**config.mk**
```make
export PLATFORM = sky130hd
export DESIGN_NAME = base_ram_ctrl
export DESIGN_NICKNAME = d
export VERILOG_FILES = /design/src/rtl/base_ram_ctrl.sv
export SDC_FILE = /design/constraint.sdc
export NUM_CORES = 1
export LEC_CHECK = 0
export BUFFER_PORTS_ARGS = -buffer_cell sky130_fd_sc_hd__buf_4
export CAP_MARGIN = 25
export CORE_ASPECT_RATIO = 0.6
export CORE_MARGIN = 4
export CORE_UTILIZATION = 48
export CTS_BUF_LIST = sky130_fd_sc_hd__clkbuf_16
export CTS_CLUSTER_DIAMETER = 100
export CTS_CLUSTER_SIZE = 28
export DETAILED_ROUTE_END_ITERATION = 6
export GPL_TIMING_DRIVEN = 0
export PLACE_DENSITY = 0.94
export SYNTH_ARGS = -nofsm -noshare
export SYNTH_HDL_FRONTEND = slang
export SYNTH_SLANG_ARGS = --single-unit
```
**constraint.sdc**
```tcl
create_clock -name clk -period 7.7 [get_ports clk]
set_input_delay 1.54 -clock clk [delete_from_list [all_inputs] [get_ports clk]]
set_output_delay 1.54 -clock clk [all_outputs]
set_load 0.05 [all_outputs]
```
**src/rtl/base_ram_ctrl.sv**
```systemverilog
// BaseRAM sequencer/arbiter: IDLE -> SETUP -> ACCESS(xWAIT_CYCLES) -> DONE per transaction.
// Define BASE_RAM_CTRL_RR_EN for round-robin arbitration; default is LSU priority with a starvation guard.
module base_ram_ctrl #(
  parameter int unsigned WAIT_CYCLES    = 1,
  parameter int unsigned MAX_LSU_STREAK = 4
) (
  input  logic        clk,
  input  logic        rst,
  input  logic        ifu_req_i,
  input  logic [31:0] ifu_addr_i,
  input  logic [31:0] ifu_wdata_i,
  input  logic [3:0]  ifu_be_n_i,
  input  logic        ifu_re_n_i,
  input  logic        ifu_we_n_i,
  output logic [31:0] ifu_rdata_o,
  output logic        ifu_resp_o,
  input  logic        lsu_req_i,
  input  logic [31:0] lsu_addr_i,
  input  logic [31:0] lsu_wdata_i,
  input  logic [3:0]  lsu_be_n_i,
  input  logic        lsu_re_n_i,
  input  logic        lsu_we_n_i,
  output logic [31:0] lsu_rdata_o,
  output logic        lsu_resp_o,
  output logic [31:0] base_ram_wdata,
  input  logic [31:0] base_ram_rdata,
  output logic [19:0] base_ram_addr,
  output logic [3:0]  base_ram_be_n,
  output logic        base_ram_ce_n,
  output logic        base_ram_oe_n,
  output logic        base_ram_we_n
);

  typedef enum logic [1:0] {S_IDLE, S_SETUP, S_ACCESS, S_DONE} state_e;
  typedef enum logic [1:0] {OP_NULL, OP_READ, OP_WRITE} op_e;

  state_e      state_q;
  op_e         op_q;
  logic [3:0]  wait_q;
  logic        gnt_lsu_q;
  logic [31:0] rdata_q;
  logic        resp_ifu_q, resp_lsu_q;
  logic [19:0] addr_q;
  logic [3:0]  be_n_q;
  logic [31:0] wdata_q;
  logic        ce_n_q, oe_n_q, we_n_q;

  logic        gnt_lsu_d;
  op_e         op_d;
  logic [31:0] sel_addr, sel_wdata;
  logic [3:0]  sel_be_n;
  logic        sel_re_n, sel_we_n;
  logic        any_req;

  logic unused_addr_bits;
  assign unused_addr_bits = ^{ifu_addr_i[31:22], ifu_addr_i[1:0],
                              lsu_addr_i[31:22], lsu_addr_i[1:0]};

  assign any_req = ifu_req_i | lsu_req_i;

`ifdef BASE_RAM_CTRL_RR_EN
  // Holds the requester that wins the next tie, so IFU goes first after reset.
  logic prio_ifu_q;
  logic prio_ifu_d;
`else
  logic [3:0] streak_q;
  logic [3:0] streak_d;
`endif

  always_comb begin
    gnt_lsu_d = lsu_req_i;
`ifdef BASE_RAM_CTRL_RR_EN
    if (lsu_req_i && ifu_req_i) gnt_lsu_d = ~prio_ifu_q;
    prio_ifu_d = gnt_lsu_d;
`else
    if (lsu_req_i && ifu_req_i) gnt_lsu_d = (streak_q != 4'(MAX_LSU_STREAK));
    streak_d = (gnt_lsu_d && ifu_req_i) ? streak_q + 4'd1 : '0;
`endif
    sel_addr  = gnt_lsu_d ? lsu_addr_i  : ifu_addr_i;
    sel_wdata = gnt_lsu_d ? lsu_wdata_i : ifu_wdata_i;
    sel_be_n  = gnt_lsu_d ? lsu_be_n_i  : ifu_be_n_i;
    sel_re_n  = gnt_lsu_d ? lsu_re_n_i  : ifu_re_n_i;
    sel_we_n  = gnt_lsu_d ? lsu_we_n_i  : ifu_we_n_i;
    if (!sel_we_n)      op_d = OP_WRITE;
    else if (!sel_re_n) op_d = OP_READ;
    else                op_d = OP_NULL;
  end

  always_ff @(posedge clk or posedge rst) begin
    if (rst) begin
      state_q    <= S_IDLE;
      op_q       <= OP_NULL;
      wait_q     <= '0;
      gnt_lsu_q  <= 1'b0;
      rdata_q    <= '0;
      resp_ifu_q <= 1'b0;
      resp_lsu_q <= 1'b0;
      addr_q     <= '0;
      be_n_q     <= '1;
      wdata_q    <= '0;
      ce_n_q     <= 1'b1;
      oe_n_q     <= 1'b1;
      we_n_q     <= 1'b1;
`ifdef BASE_RAM_CTRL_RR_EN
      prio_ifu_q <= 1'b1;
`else
      streak_q   <= '0;
`endif
    end else begin
      resp_ifu_q <= 1'b0;
      resp_lsu_q <= 1'b0;
      case (state_q)
        S_IDLE: begin
          if (any_req) begin
            state_q   <= S_SETUP;
            gnt_lsu_q <= gnt_lsu_d;
            op_q      <= op_d;
            addr_q    <= sel_addr[21:2];
            be_n_q    <= sel_be_n;
            wdata_q   <= sel_wdata;
            ce_n_q    <= 1'b0;
            oe_n_q    <= (op_d != OP_READ);
            we_n_q    <= 1'b1;
`ifdef BASE_RAM_CTRL_RR_EN
            prio_ifu_q <= prio_ifu_d;
`else
            streak_q   <= streak_d;
`endif
          end
        end
        S_SETUP: begin
          wait_q  <= 4'(WAIT_CYCLES - 1);
          we_n_q  <= (op_q != OP_WRITE);
          state_q <= S_ACCESS;
        end
        S_ACCESS: begin
          if (wait_q == '0) begin
            // Non-read ops clear the shared read register so both rdata ports show zero.
            rdata_q    <= (op_q == OP_READ) ? base_ram_rdata : '0;
            ce_n_q     <= 1'b1;
            oe_n_q     <= 1'b1;
            we_n_q     <= 1'b1;
            resp_ifu_q <= ~gnt_lsu_q;
            resp_lsu_q <= gnt_lsu_q;
            state_q    <= S_DONE;
          end else begin
            wait_q <= wait_q - 4'd1;
          end
        end
        S_DONE: state_q <= S_IDLE;
        default: state_q <= S_IDLE;
      endcase
    end
  end

  assign ifu_rdata_o    = rdata_q;
  assign lsu_rdata_o    = rdata_q;
  assign ifu_resp_o     = resp_ifu_q;
  assign lsu_resp_o     = resp_lsu_q;
  assign base_ram_wdata = wdata_q;
  assign base_ram_addr  = addr_q;
  assign base_ram_be_n  = be_n_q;
  assign base_ram_ce_n  = ce_n_q;
  assign base_ram_oe_n  = oe_n_q;
  assign base_ram_we_n  = we_n_q;

endmodule

```
### Word level (Yosys, flattened, before mapping)

Index checks and enable logic that the tools add are counted.

| cells by class | value |
|---|---|
| add/sub/neg operators | 2 |
| eq/ne operators | 10 |
| multiplexer cells | 26 |
| bitwise gates (word level) | 2 |
| reduce and logical (&&, ||, !) cells | 13 |

Operator list:

| kind | count |
|---|---|
| two-way mux 32 bit | 2 |
| two-way mux 22 bit | 1 |
| two-way mux 1 bit | 12 |
| two-way mux 4 bit | 3 |
| != test 2 bit, second input constant | 4 |
| one-hot mux 2 bit (4 select lines) | 1 |
| one-hot mux 4 bit (2 select lines) | 1 |
| AND reduction 2 bit | 4 |
| two-way mux 2 bit | 3 |
| AND reduction 3 bit | 2 |
| adder 4 x 1 -> 4 bit, second input constant | 1 |
| == test 2 x 1 -> 1 bit, second input constant | 2 |
| == test 2 bit, second input constant | 2 |
| logical NOT 4 bit | 1 |
| != test 4 x 3 -> 1 bit, second input constant | 1 |
| one-hot mux 1 bit (2 select lines) | 2 |
| nonzero test 2 bit | 2 |
| subtractor 4 x 1 -> 4 bit, second input constant | 1 |
| one-hot mux 1 bit (3 select lines) | 1 |
| nonzero test 3 bit | 1 |
| logical AND 1 bit | 2 |
| logical NOT 2 bit | 1 |
| != test 2 x 1 -> 1 bit, second input constant | 1 |
| NOT 1 bit | 1 |
| OR 1 bit | 1 |

| storage, ports and cells | value |
|---|---|
| bits in registers | 106 |
| bits of input ports | 176 |
| output and inout bits | 125 |
| logic and storage cells | 67 |

### Logic depth before layout (Yosys ltp)

Gate-level depths: netlist of the first run.

| depth | value |
|---|---|
| word-level depth | 8 |
| depth in mapped cells | 8 |
| gate-level depth less buffers | 5 |

### Worst setup path after synthesis of the first run

OpenSTA, ideal clock, no wires.

| path | value |
|---|---|
| kind | input to register |
| start | in lsu_req_i |
| end | reg streak_q[2] |
| library setup time | 116 ps |
| arrival | 2403 ps |
| data required time | 7584 ps |
| slack | 5182 ps |
| stages on the path | 5 |
| buffers on the path | 2 |
| cell sequence | buf_2 -> o21ai_2 -> clkbuf_1 -> nand2_1 -> o311ai_0 |

| between the ends | value |
|---|---|
| longest elaborated chain between the ends | 4 |

RTL lines:

| item | line | text |
|---|---|---|
| start, declared | 17 | `input logic lsu_req_i,` |
| logical AND 1 bit | 76 | `if (lsu_req_i && ifu_req_i) gnt_lsu_d = (streak_q != 4'(MAX_LSU_STREAK));` |
| two-way mux 1 bit | 76 |  |
| logical AND 1 bit | 77 | `streak_d = (gnt_lsu_d && ifu_req_i) ? streak_q + 4'd1 : '0;` |
| two-way mux 4 bit | 77 |  |
| end signal, assigned | 127 | `streak_q <= streak_d;` |
| end, declared | 66 | `logic [3:0] streak_q;` |

Several ways; a longest one is shown, not always the timed one.
A chain may end at the register's enable or synchronous reset.

### Worst setup path after layout of the first run

Same ends and word-level chain as after synthesis.

==> impl_results.md, run 1 <==
- Area growth syn-to-layout: 47.9%
- Critical path, cell by cell: buf_4 > buf_2 > o21ai_2 > clkbuf_1 > nand2_1 > o311ai_0
- Unrepaired setup endpoints after global routing: false
- Setup Buffers After CTS: 0
- DR iter-0 viols: between 300 and 400
- Port Buffers: about 280
- Dominant cells by area after synthesis: dfrtp_1, nand2_1, nand4_1, o211ai_1, o211ai_2
- Max VDD drop: between 500 and 600 uV
- Fmax: about 0.36 GHz
- Post-synthesis net count: 776
- Cts repair resizes: 0
- Routed WL per cell: around 18 um
- Pwr/cell area: 512 mW/mm^2
- Clock sinks: roughly 110
- Cell taking the most area after synthesis: dfrtp_1
- Mapped cell area: ~0.0054 mm^2
- Final worst path period share: 0.361
- Crit Path Category: primary input to register
- Clk_skew: roughly 0.0086 ns
- Drt drc: 0
- Fillers: between 800 and 900
- Non-Filler Instances: 1024
- Seq cells post-synth: between 100 and 150
- Synth cell count leaders: nand2_1, dfrtp_1, nand4_1
- Ys Warns: 0
- Die X: 145 um
- Vias in the first global route: between 5000 and 6000
- CTS H-tree lvls: 3
- Largest net degree at the start of global routing: 65
- Worst skew pair latency: roughly 0.34 ns
- Routed WL: between 15000 and 20000 um
- CP startpoint kind: primary input
- Yosys cell types: 43
- Worst Hold Class: register to register
- Lkg Pwr: 0.00391 uW
- Core area: roughly 0.011 mm^2
- Number of synthesized flops with an enable pin: 0
- Ys async rst share: 1.00
- Setup TNS: 0 ns
- Boundary Pins: roughly 300
- Drt pass-1 iters: 6
- ANT cells: 0
- Hold buffers post-CTS: 0
- Worst-margin pin slew: 0.644 ns
- Share of the synthesized area in the top cell type: 0.459
- Initial antenna violation count: 0
- Standard-cell rows: 29
- Clk root buf: clkbuf_16
- Relative slew slack: 0.570
- Post-DR vias/cell: ~5.5
- Initial core utilization: 0.501
- Die area: around 0.013 mm^2
- Worst Path Required: around 7.9 ns
- Area of the multi-input gates: around 0.0022 mm^2
- Grt total ovfl: 0
- Final net count: about 1100
- First-pass GRT wire length: 30000 um
- Die height: around 90 um
- Storage element area: approximately 0.0027 mm^2
- Cells after Synth: 592
- Crit path buf inv count: 3
- Most frequent cell after synthesis: nand2_1
- Cells after DPL: a little over 1000
- CP Max Fanout: 10
- Top Family by Delay on Critical Path: buffers and inverters
- Final worst slack: roughly 4.9 ns
- Top FF cell, synth: dfrtp_1
- Outcome: completed
- Dpl ws: about 4.6 ns
- Minimum clock period: between 2 and 3 ns
- Reg clk slew, reported paths: about 0.070 ns
- Setup crit end kind: register
- Slew Viols, Final: 0
- Final Hold Vio Count: 0
- Slowest CP cell: o21ai_2
- CTS max path bufs: 2
- CTS tree: built
- Critical path arrival: 3.00 ns
- CTS Buf Count: 9
- Share of cells above drive strength 1: 0.411
- Syn avg cell area: between 9 and 10 um^2
- DP HPWL: roughly 15000 um
- Routability cong.: slightly below 0.9
- Maxcap violations: 0
- Post-route ant nets: 0
- Worst stage delay on the critical path: 0.47 ns
- Via count: roughly 5600
- Register area share after synthesis: 0.493
- All-Layer GR Usage: 0.281
- Final setup violation count: 0
-- worst register-to-register path, delay by kind of cell, from the launching register on --
kind | cells | cell delay, ns
buffers and inverters | 4 | 1.01
AND/OR/NAND/NOR | 1 | 0.15
adder cells (fa/ha/maj) | 1 | 0.16
AO/OA/AOI/OAI | 2 | 0.33
flip-flops | 1 | 0.42
-- flip-flops by register name (all words and copies together) (netlist names) --
| register | cells |
|---|---|
| base_ram_ce_n | 1 |
| wait_q | 4 |
| ifu_rdata_o | 32 |
| base_ram_wdata | 32 |
| base_ram_oe_n | 1 |
| lsu_resp_o | 1 |
| op_q | 2 |
| gnt_lsu_q | 1 |
| streak_q | 4 |
| base_ram_we_n | 1 |
| base_ram_addr | 20 |
| base_ram_be_n | 4 |
| state_q | 2 |
| ifu_resp_o | 1 |
-- stage by stage --
step           area [um^2]  hold WS [ns]  power (uW)   util
2_1_floorplan         5400         0.403        2770      -
3_3_place_gp          7640         0.416        3530  0.709
3_5_place_dp          7670         0.446        3610  0.712
4_1_cts               7990         0.456        4090  0.741
5_1_grt               7990         0.476        4290  0.741
6_report              7990         0.456        4080  0.741
-- cells by family after synthesis --
family / Yosys count / share of synthesized area
AND/OR/NAND/NOR: 273 / 0.234
AO/OA/AOI/OAI: 107 / 0.153
flip-flops: 106 / 0.493
buffers and inverters: 93 / 0.0925
adder cells (fa/ha/maj): 8 / 0.0185
multiplexers: 5 / 0.00974
-- final timing paths --
| kind | to | slack (ns) | cells past startpoint | startpoint |
|---|---|---|---|---|
| max reg2reg | base_ram_wdata[2] | 5.54 | 8 | state_q[0] |
| max in group asynchronous | base_ram_be_n[1] | 5.69 | 3 | rst |
| min | ifu_resp_o | 0.46 | 1 | gnt_lsu_q |
| max | streak_q[2] | 4.92 | 6 | lsu_req_i |
| min in group asynchronous | ifu_rdata_o[28] | 1.26 | 2 | rst |
| min reg2reg | ifu_resp_o | 0.46 | 1 | gnt_lsu_q |
-- report_power, final --
part / total (uW) / internal [uW] / switching [uW]
clock: 485 / 283 / 202
sequential: 1010 / 825 / 182
combinational: 2590 / 792 / 1800
-- layer usage --
layer  routed length [um]  vias to the layer above  GRT usage
met1                 7860                     2711      0.375
li1                     -                     2607          -
met2                 9150                      264      0.463
met5                    0                        -          0
met4                  347                        0     0.0751
met3                 1550                       29     0.0678
-- layout by cell type (no fill, tap or decap), types with 4 or more instances in the layout --
master | Yosys | routed
buf_2 | 6 | 6
buf_4 | 32 | 308
clkbuf_1 | 42 | 42
clkbuf_16 | 0 | 9
dfrtp_1 | 99 | 99
dfstp_2 | 7 | 7
ha_1 | 8 | 8
inv_1 | 9 | 10
nand2_1 | 186 | 186
nand2b_1 | 4 | 4
nand4_1 | 60 | 60
nor2_1 | 4 | 4
o211ai_1 | 36 | 36
o211ai_2 | 20 | 20
o21ai_0 | 34 | 34
-- final cells by class --
class | count | share of cell area
clock buffers | 9 | 0.0282
multi-input cells | 393 | 0.280
clock inverters | 7 | 0.0108
plain buffers | 84 | 0.0583
flip-flops and latches | 106 | 0.333
repair buffers | 277 | 0.263
inverters | 9 | 0.00454
well taps | 139 | 0.0218
Power figures use the tool's default switching activity.
==> run 2, diff against run 1 <==
--- a/config.mk
+++ b/config.mk
@@ -9,13 +9,13 @@
 export CAP_MARGIN = 25
 export CORE_ASPECT_RATIO = 0.6
 export CORE_MARGIN = 4
-export CORE_UTILIZATION = 48
+export CORE_UTILIZATION = 45
 export CTS_BUF_LIST = sky130_fd_sc_hd__clkbuf_16
 export CTS_CLUSTER_DIAMETER = 100
 export CTS_CLUSTER_SIZE = 28
 export DETAILED_ROUTE_END_ITERATION = 6
 export GPL_TIMING_DRIVEN = 0
-export PLACE_DENSITY = 0.94
+export PLACE_DENSITY = 0.89
 export SYNTH_ARGS = -nofsm -noshare
 export SYNTH_HDL_FRONTEND = slang
 export SYNTH_SLANG_ARGS = --single-unit
==> constraint.sdc (replaced) <==
create_clock -name clk -period 2.8 [get_ports clk]
set_input_delay 0.56 -clock clk [delete_from_list [all_inputs] [get_ports clk]]
set_output_delay 0.56 -clock clk [all_outputs]
set_load 0.05 [all_outputs]
==> run 2 against run 1 <==
Effect of this change:
- final cell count increased by 2.1%
- clock power grew to 2.5 times the previous value
- flip-flop and latch count stayed put
- register-to-register slack worse by 4.9 ns
- first-iteration DRC count decreased by 32%
- non-clock buffer count is 2 higher
- routed wire length fell by 4.9%
- sequential power grew to 2.7 times the previous value
- clock skew up 0.0034 ns
- global-route usage shrank 2.8 points
- critical path depth up 2
- utilization decreased by 4.5 points
- largest cell class unchanged
==> impl_results.md, run 2 (same netlist as run 1, synthesis figures left out) <==
- Final worst path period share: 0.758
- Reg clk slew, reported paths: 0.07 ns (about the same)
- CP startpoint kind: register
- Hold_ws: 0.154 ns (-0.301 ns)
- DP HPWL: 14200 um (-3.6%)
- Most Frequent Cell on Critical Path: buf_2
- Initial core utilization: 0.468 (-0.0325)
- Launch point of the worst path: state_q[0]
- CTS H-tree lvls: 3 (unchanged)
- Worst reg-to-reg path cell count: 8 (unchanged)
- Die X: 149 um (+3.1%)
- Setup crit end kind: register
- Final net count: 1066 (+0.19%)
- Post-route ant nets: 0 (unchanged)
- Share of cells above drive strength 1: 0.412 (+0.00113)
- Most frequent cells in the layout: buf_4, nand2_1, dfrtp_1
- Crit Path Category: register to register
- Most common cell after layout, fill and taps aside: buf_4
- Via count: 5485 (-2.2%)
- Minimum clock period: around 2.1 ns
- Largest net degree at the start of global routing: 42 (-35%)
- Relative slew slack: 0.618 (+0.0482)
- Die area: 0.0139 mm^2 (+6.2%)
- Worst Path Required: 3.06 ns (-4.86 ns)
- DR iter-0 viols: 250 (-32%)
- Hold buffers post-CTS: 0 (unchanged)
- Clk_skew: 0.0120 ns (+0.00343 ns)
- Vias in the first global route: 5467 (-3.2%)
- Worst-margin pin slew: 0.572 ns (-0.0722 ns)
- All-Layer GR Usage: 0.253 (-0.0279)
- CTS max path bufs: 2 (unchanged)
- Setup Buffers After CTS: 0 (unchanged)
- Routability cong.: 0.841 (-4.4%)
- Unrepaired setup endpoints after global routing: false
- Fin area: 0.00802 mm^2 (+0.39%)
- Boundary Pins: 301 (unchanged)
- FF-to-FF setup slack: 0.68 ns (-4.86 ns)
- Drt pass-1 iters: 5 (-1)
- Worst Hold Class: primary input to asynchronous set/reset pin
- Maxcap violations: 0 (unchanged)
- Outcome: completed
- Initial antenna violation count: 0 (unchanged)
- Final setup violation count: 0 (unchanged)
- RR Startpoint: state_q[0]
- Area growth syn-to-layout: 48.5%
- R2r endpoint: base_ram_wdata[2]
- Placed Area: 0.00773 mm^2 (+0.78%)
- ANT cells: 0 (unchanged)
- Fmax: around 0.47 GHz
- Die height: 92.8 um (+3.0%)
- CP Max Fanout: 10 (unchanged)
- Worst stage delay on the critical path: 0.42 ns (-0.05 ns)
- Routed WL per cell: 17.2 um (-6.8%)
- Clock sinks: 106 (unchanged)
- Lkg Pwr: 0.00389 uW (-0.51%)
- Grt total ovfl: 0 (unchanged)
- Max VDD drop: 933 uV (+86%)
- CTS tree: built
- Post-DR vias/cell: 5.25 (-4.2%)
- Post-Route Utilization: 0.696 (-0.0453)
- Fillers: 918 (+12%)
- Core area: 0.0115 mm^2 (+6.9%)
- Drt drc: 0 (unchanged)
- CTS Buf Count: 9 (unchanged)
- Clk root buf: clkbuf_16
- Final Hold Vio Count: 0 (unchanged)
- Port Buffers: 276 (unchanged)
- Critical path arrival: 2.39 ns (-0.61 ns)
- Slowest CP cell: dfrtp_1
- Routed WL: 18000 um (-4.9%)
- First-pass GRT wire length: 27800 um (-7.3%)
- Pwr/cell area: 1380 mW/mm^2 (+170%)
- Worst skew pair latency: 0.34 ns (about the same)
- Slew Viols, Final: 0 (unchanged)
- Standard-cell rows: 30 (+3.4%)
- Cts repair resizes: 0 (unchanged)
- Critical path, cell by cell: inv_1 > ha_1 > buf_2 > o21a_1 > buf_2 > clkbuf_1 > nand2_1 > o211ai_2
- Setup TNS: 0 ns (unchanged)
run 2: cell type report:
class	count	area, um^2	share of cell area
sequential	106	2660	0.332
multi-input combinational	393	2240	0.279
timing repair buffer	279	2130	0.266
buffer	84	465	0.0581
clock buffer	9	225	0.0281
tap	160	200	0.0250
clock inverter	5	57.6	0.00718
inverter	9	37.5	0.00468
run 2: worst max-delay path by stage:
stage | to | slack, ns
6_report | base_ram_wdata[2] | 0.68
5_1_grt | base_ram_addr[3] | 0.48
3_3_place_gp | base_ram_addr[11] | 0.25
4_1_cts | base_ram_wdata[29] | 0.62
2_1_floorplan | base_ram_addr[0] | 0.97
3_5_place_dp | base_ram_addr[17] | 0.65
run 2: report_power, final:
group | switching [uW] | total (uW) | internal (uW)
Combinational | 4870 | 7050 | 2180
Sequential | 496 | 2770 | 2270
Clock | 543 | 1230 | 682
Total | 5910 | 11000 | 5130
run 2: worst max-delay path, delay by kind of cell, from the launching register on:
family / cells / cell delay (ns)
AOI/OAI and AO/OA: 2 / 0.31
buffers and inverters: 4 / 1.01
and+or+nand+nor: 1 / 0.15
DFF: 1 / 0.42
adders and majority gates: 1 / 0.16
run 2: metal layers:
metal,track usage,vias up,routed length (um)
met2,0.421,222,8740
li1,-,2609,-
met5,0,-,0
met4,0.0465,0,155
met1,0.333,2640,7490
met3,0.0733,14,1590
run 2: per-stage QoR:
step	cells	power [uW]	setup slack (ns)
CTS	1045	11100	0.623
detailed placement	1031	9880	0.650
finish	1045	11000	0.678
floorplan	592	7620	0.972
global route	1045	11700	0.478
global placement	1028	9700	0.246
==> run 3, diff against run 2 <==
--- a/config.mk
+++ b/config.mk
@@ -9,13 +9,13 @@
 export CAP_MARGIN = 25
 export CORE_ASPECT_RATIO = 0.6
 export CORE_MARGIN = 4
-export CORE_UTILIZATION = 45
+export CORE_UTILIZATION = 41
 export CTS_BUF_LIST = sky130_fd_sc_hd__clkbuf_16
 export CTS_CLUSTER_DIAMETER = 100
 export CTS_CLUSTER_SIZE = 28
 export DETAILED_ROUTE_END_ITERATION = 6
 export GPL_TIMING_DRIVEN = 0
-export PLACE_DENSITY = 0.89
+export PLACE_DENSITY = 0.86
 export SYNTH_ARGS = -nofsm -noshare
 export SYNTH_HDL_FRONTEND = slang
 export SYNTH_SLANG_ARGS = --single-unit
==> constraint.sdc (replaced) <==
create_clock -name clk -period 1.88 [get_ports clk]
set_input_delay 0.376 -clock clk [delete_from_list [all_inputs] [get_ports clk]]
set_output_delay 0.376 -clock clk [all_outputs]
set_load 0.05 [all_outputs]
==> run 3 against run 2 <==
Effect of this change:
- setup slack lost 0.63 ns
- utilization is 6.2 points lower
- largest power group unchanged
- die area up 9.1%
- clock-buffer cell count unchanged
- clock power rose by 54%
- first-iteration DRC count rose by 18%
- global-route usage down 1.8 points
- routed wire length increased by 2.1%
- cell area rose by 1.5%
- non-clock buffer count did not move
- combinational power increased by 52%
- total power grew 51%
==> impl_results.md, run 3 (same netlist as run 1, synthesis figures left out) <==
- Reg clk slew, reported paths: 0.07 ns (about the same)
- Slew Viols, Final: 0 (unchanged)
- Comb pwr share: 0.641 (+0.002)
- Critical path arrival: 2.11 ns (-0.28 ns)
- Largest net degree at the start of global routing: 44 (+4.8%)
- Via count: 5511 (+0.47%)
- Sequential power share: 0.245 (-0.005)
- Unrepaired setup endpoints after global routing: true
- CTS H-tree lvls: 3 (unchanged)
- Drt pass-1 iters: 5 (unchanged)
- Critical path, cell by cell: inv_1 > ha_4 > or3b_4 > a211oi_2 > mux2_2
- Boundary Pins: 301 (unchanged)
- Clock sinks: 106 (unchanged)
- CP startpoint kind: register
- Initial core utilization: 0.420 (-0.0484)
- Post-route ant nets: 0 (unchanged)
- Most common cell after layout, fill and taps aside: buf_4
- Most frequent cells in the layout: buf_4, nand2_1, dfrtp_1
- Share of cells above drive strength 1: 0.446 (+0.0340)
- Minimum clock period: 1.84 ns (-0.285 ns)
- Port Buffers: 276 (unchanged)
- Slowest CP cell: or3b_4
- Crit path buf inv count: 1 (-3)
- Top Family by Delay on Critical Path: simple AND/OR/NAND/NOR gates
- CTS Buf Count: 9 (unchanged)
- Worst stage delay on the critical path: 0.43 ns (about the same)
- Worst-margin pin slew: 0.656 ns (+0.0846 ns)
- Maxcap violations: 0 (unchanged)
- Sw Pwr: 8900 uW (+51%)
- Clk root buf: clkbuf_16
- Final net count: 1066 (unchanged)
- All-Layer GR Usage: 0.235 (-0.0178)
- Routed WL: 18400 um (+2.1%)
- Die X: 156 um (+4.5%)
- First-pass GRT wire length: 28700 um (+3.1%)
- ANT cells: 0 (unchanged)
- Clk pwr share: 0.114 (+0.003)
- Worst skew pair latency: 0.35 ns (about the same)
- Crit Path Category: register to register
- Worst Hold Class: primary input to asynchronous set/reset pin
- Lkg Pwr: 0.00396 uW (+1.8%)
- Fmax: 0.544 GHz (+16%)
- Post-Route Utilization: 0.633 (-0.0625)
- Switch share: 0.533 (-0.00213)
- Initial antenna violation count: 0 (unchanged)
- Max VDD drop: 1620 uV (+74%)
- Setup TNS: 0 ns (unchanged)
- Outcome: completed
- Final setup violation count: 0 (unchanged)
- Grt total ovfl: 0 (unchanged)
- Clk_skew: 0.00850 ns (-0.00348 ns)
- Standard-cell rows: 32 (+6.7%)
- Pwr/cell area: 2050 mW/mm^2 (+49%)
- Die height: 96.9 um (+4.4%)
- Core area: 0.0129 mm^2 (+12%)
- Launch point of the worst path: wait_q[0]
- CTS max path bufs: 2 (unchanged)
- Post-DR vias/cell: 5.21 (-0.67%)
- DP HPWL: 14100 um (-0.71%)
- Vias in the first global route: 5571 (+1.9%)
- Die area: 0.0151 mm^2 (+9.1%)
- Routability cong.: 0.820 (-2.5%)
- RR Startpoint: wait_q[0]
- Routed WL per cell: 17.4 um (+0.92%)
- Hold buffers post-CTS: 0 (unchanged)
- Area growth syn-to-layout: 50.8%
- CP Max Fanout: 5 (-5)
- Setup crit end kind: register
- P_int: 7800 uW (+52%)
- Worst Path Required: 2.15 ns (-0.91 ns)
- Final Hold Vio Count: 0 (unchanged)
- DR iter-0 viols: 295 (+18%)
- Final worst path period share: 0.977 (+0.219)
- Drt drc: 0 (unchanged)
- CTS tree: built
- Relative slew slack: 0.561 (-0.0565)
## run 3: cell count changes in the layout (fill, tap and decap cells not counted), moves of 2 or more
cell / change
inv_6: +2
ha_1: -2
buf_4: +6
clkinv_2: +2
clkbuf_4: +3
clkbuf_2: +14
clkbuf_1: -21
buf_2: -2
## run 3: through the flow
stage | std cells | setup slack (ns) | total power [uW] | area, um^2 | hold slack [ns]
after floorplan | 592 | 0.146 | 11400 | 5400 | 0.403
after global placement | 1038 | -0.474 | 14500 | 7690 | 0.415
after detailed placement | 1040 | -0.312 | 14700 | 7730 | 0.412
after CTS | 1058 | -0.0367 | 16700 | 8080 | 0.135
after global routing | 1057 | -0.0418 | 17600 | 8140 | 0.158
final | 1057 | 0.0432 | 16700 | 8140 | 0.122
## run 3: final timing paths
check                                         to  slack (ns)  depth (start not counted)
worst max register to register     base_ram_we_n        0.04                          5
min in group clk                base_ram_be_n[3]        0.26                          3
worst max-delay path               base_ram_we_n        0.04                          5
max in group asynchronous       base_ram_be_n[3]        1.07                          3
worst min register to register        ifu_resp_o        0.42                          1
worst min-delay path                  lsu_resp_o        0.12                          2
## run 3: layout make-up
cell class / instances / area (um^2)
multi-input combinational: 393 / 2280
clock inverter: 7 / 68.8
sequential: 106 / 2660
inverter: 9 / 37.5
tap: 170 / 213
timing repair buffer: 280 / 2130
clock buffer: 9 / 225
buffer: 83 / 520
fill: 1075 / 4710
## run 3: power by group through the flow
stage	sequential (uW)	clock, uW	combinational [uW]
after floorplan	7310	0	4050
after detailed placement	4120	0	10600
final	4090	1900	10700
after global placement	4070	0	10400
after CTS	4090	1940	10700
after global routing	4240	2020	11300
## run 3: timing repair
item | 4_1_cts | 5_1_grt
pin swaps | 1 | 0
setup endpoints to repair | 93 | 94
gates resized for setup | 20 | 34
setup buffers | 2 | 0
## run 3: routing by layer
metal  vias to the layer above  share of wire  GRT usage
met2                       237           0.47      0.370
met4                         0          0.011     0.0487
met1                      2644           0.43      0.327
met5                         -              0          0
li1                       2611              -          -
met3                        19          0.090     0.0648
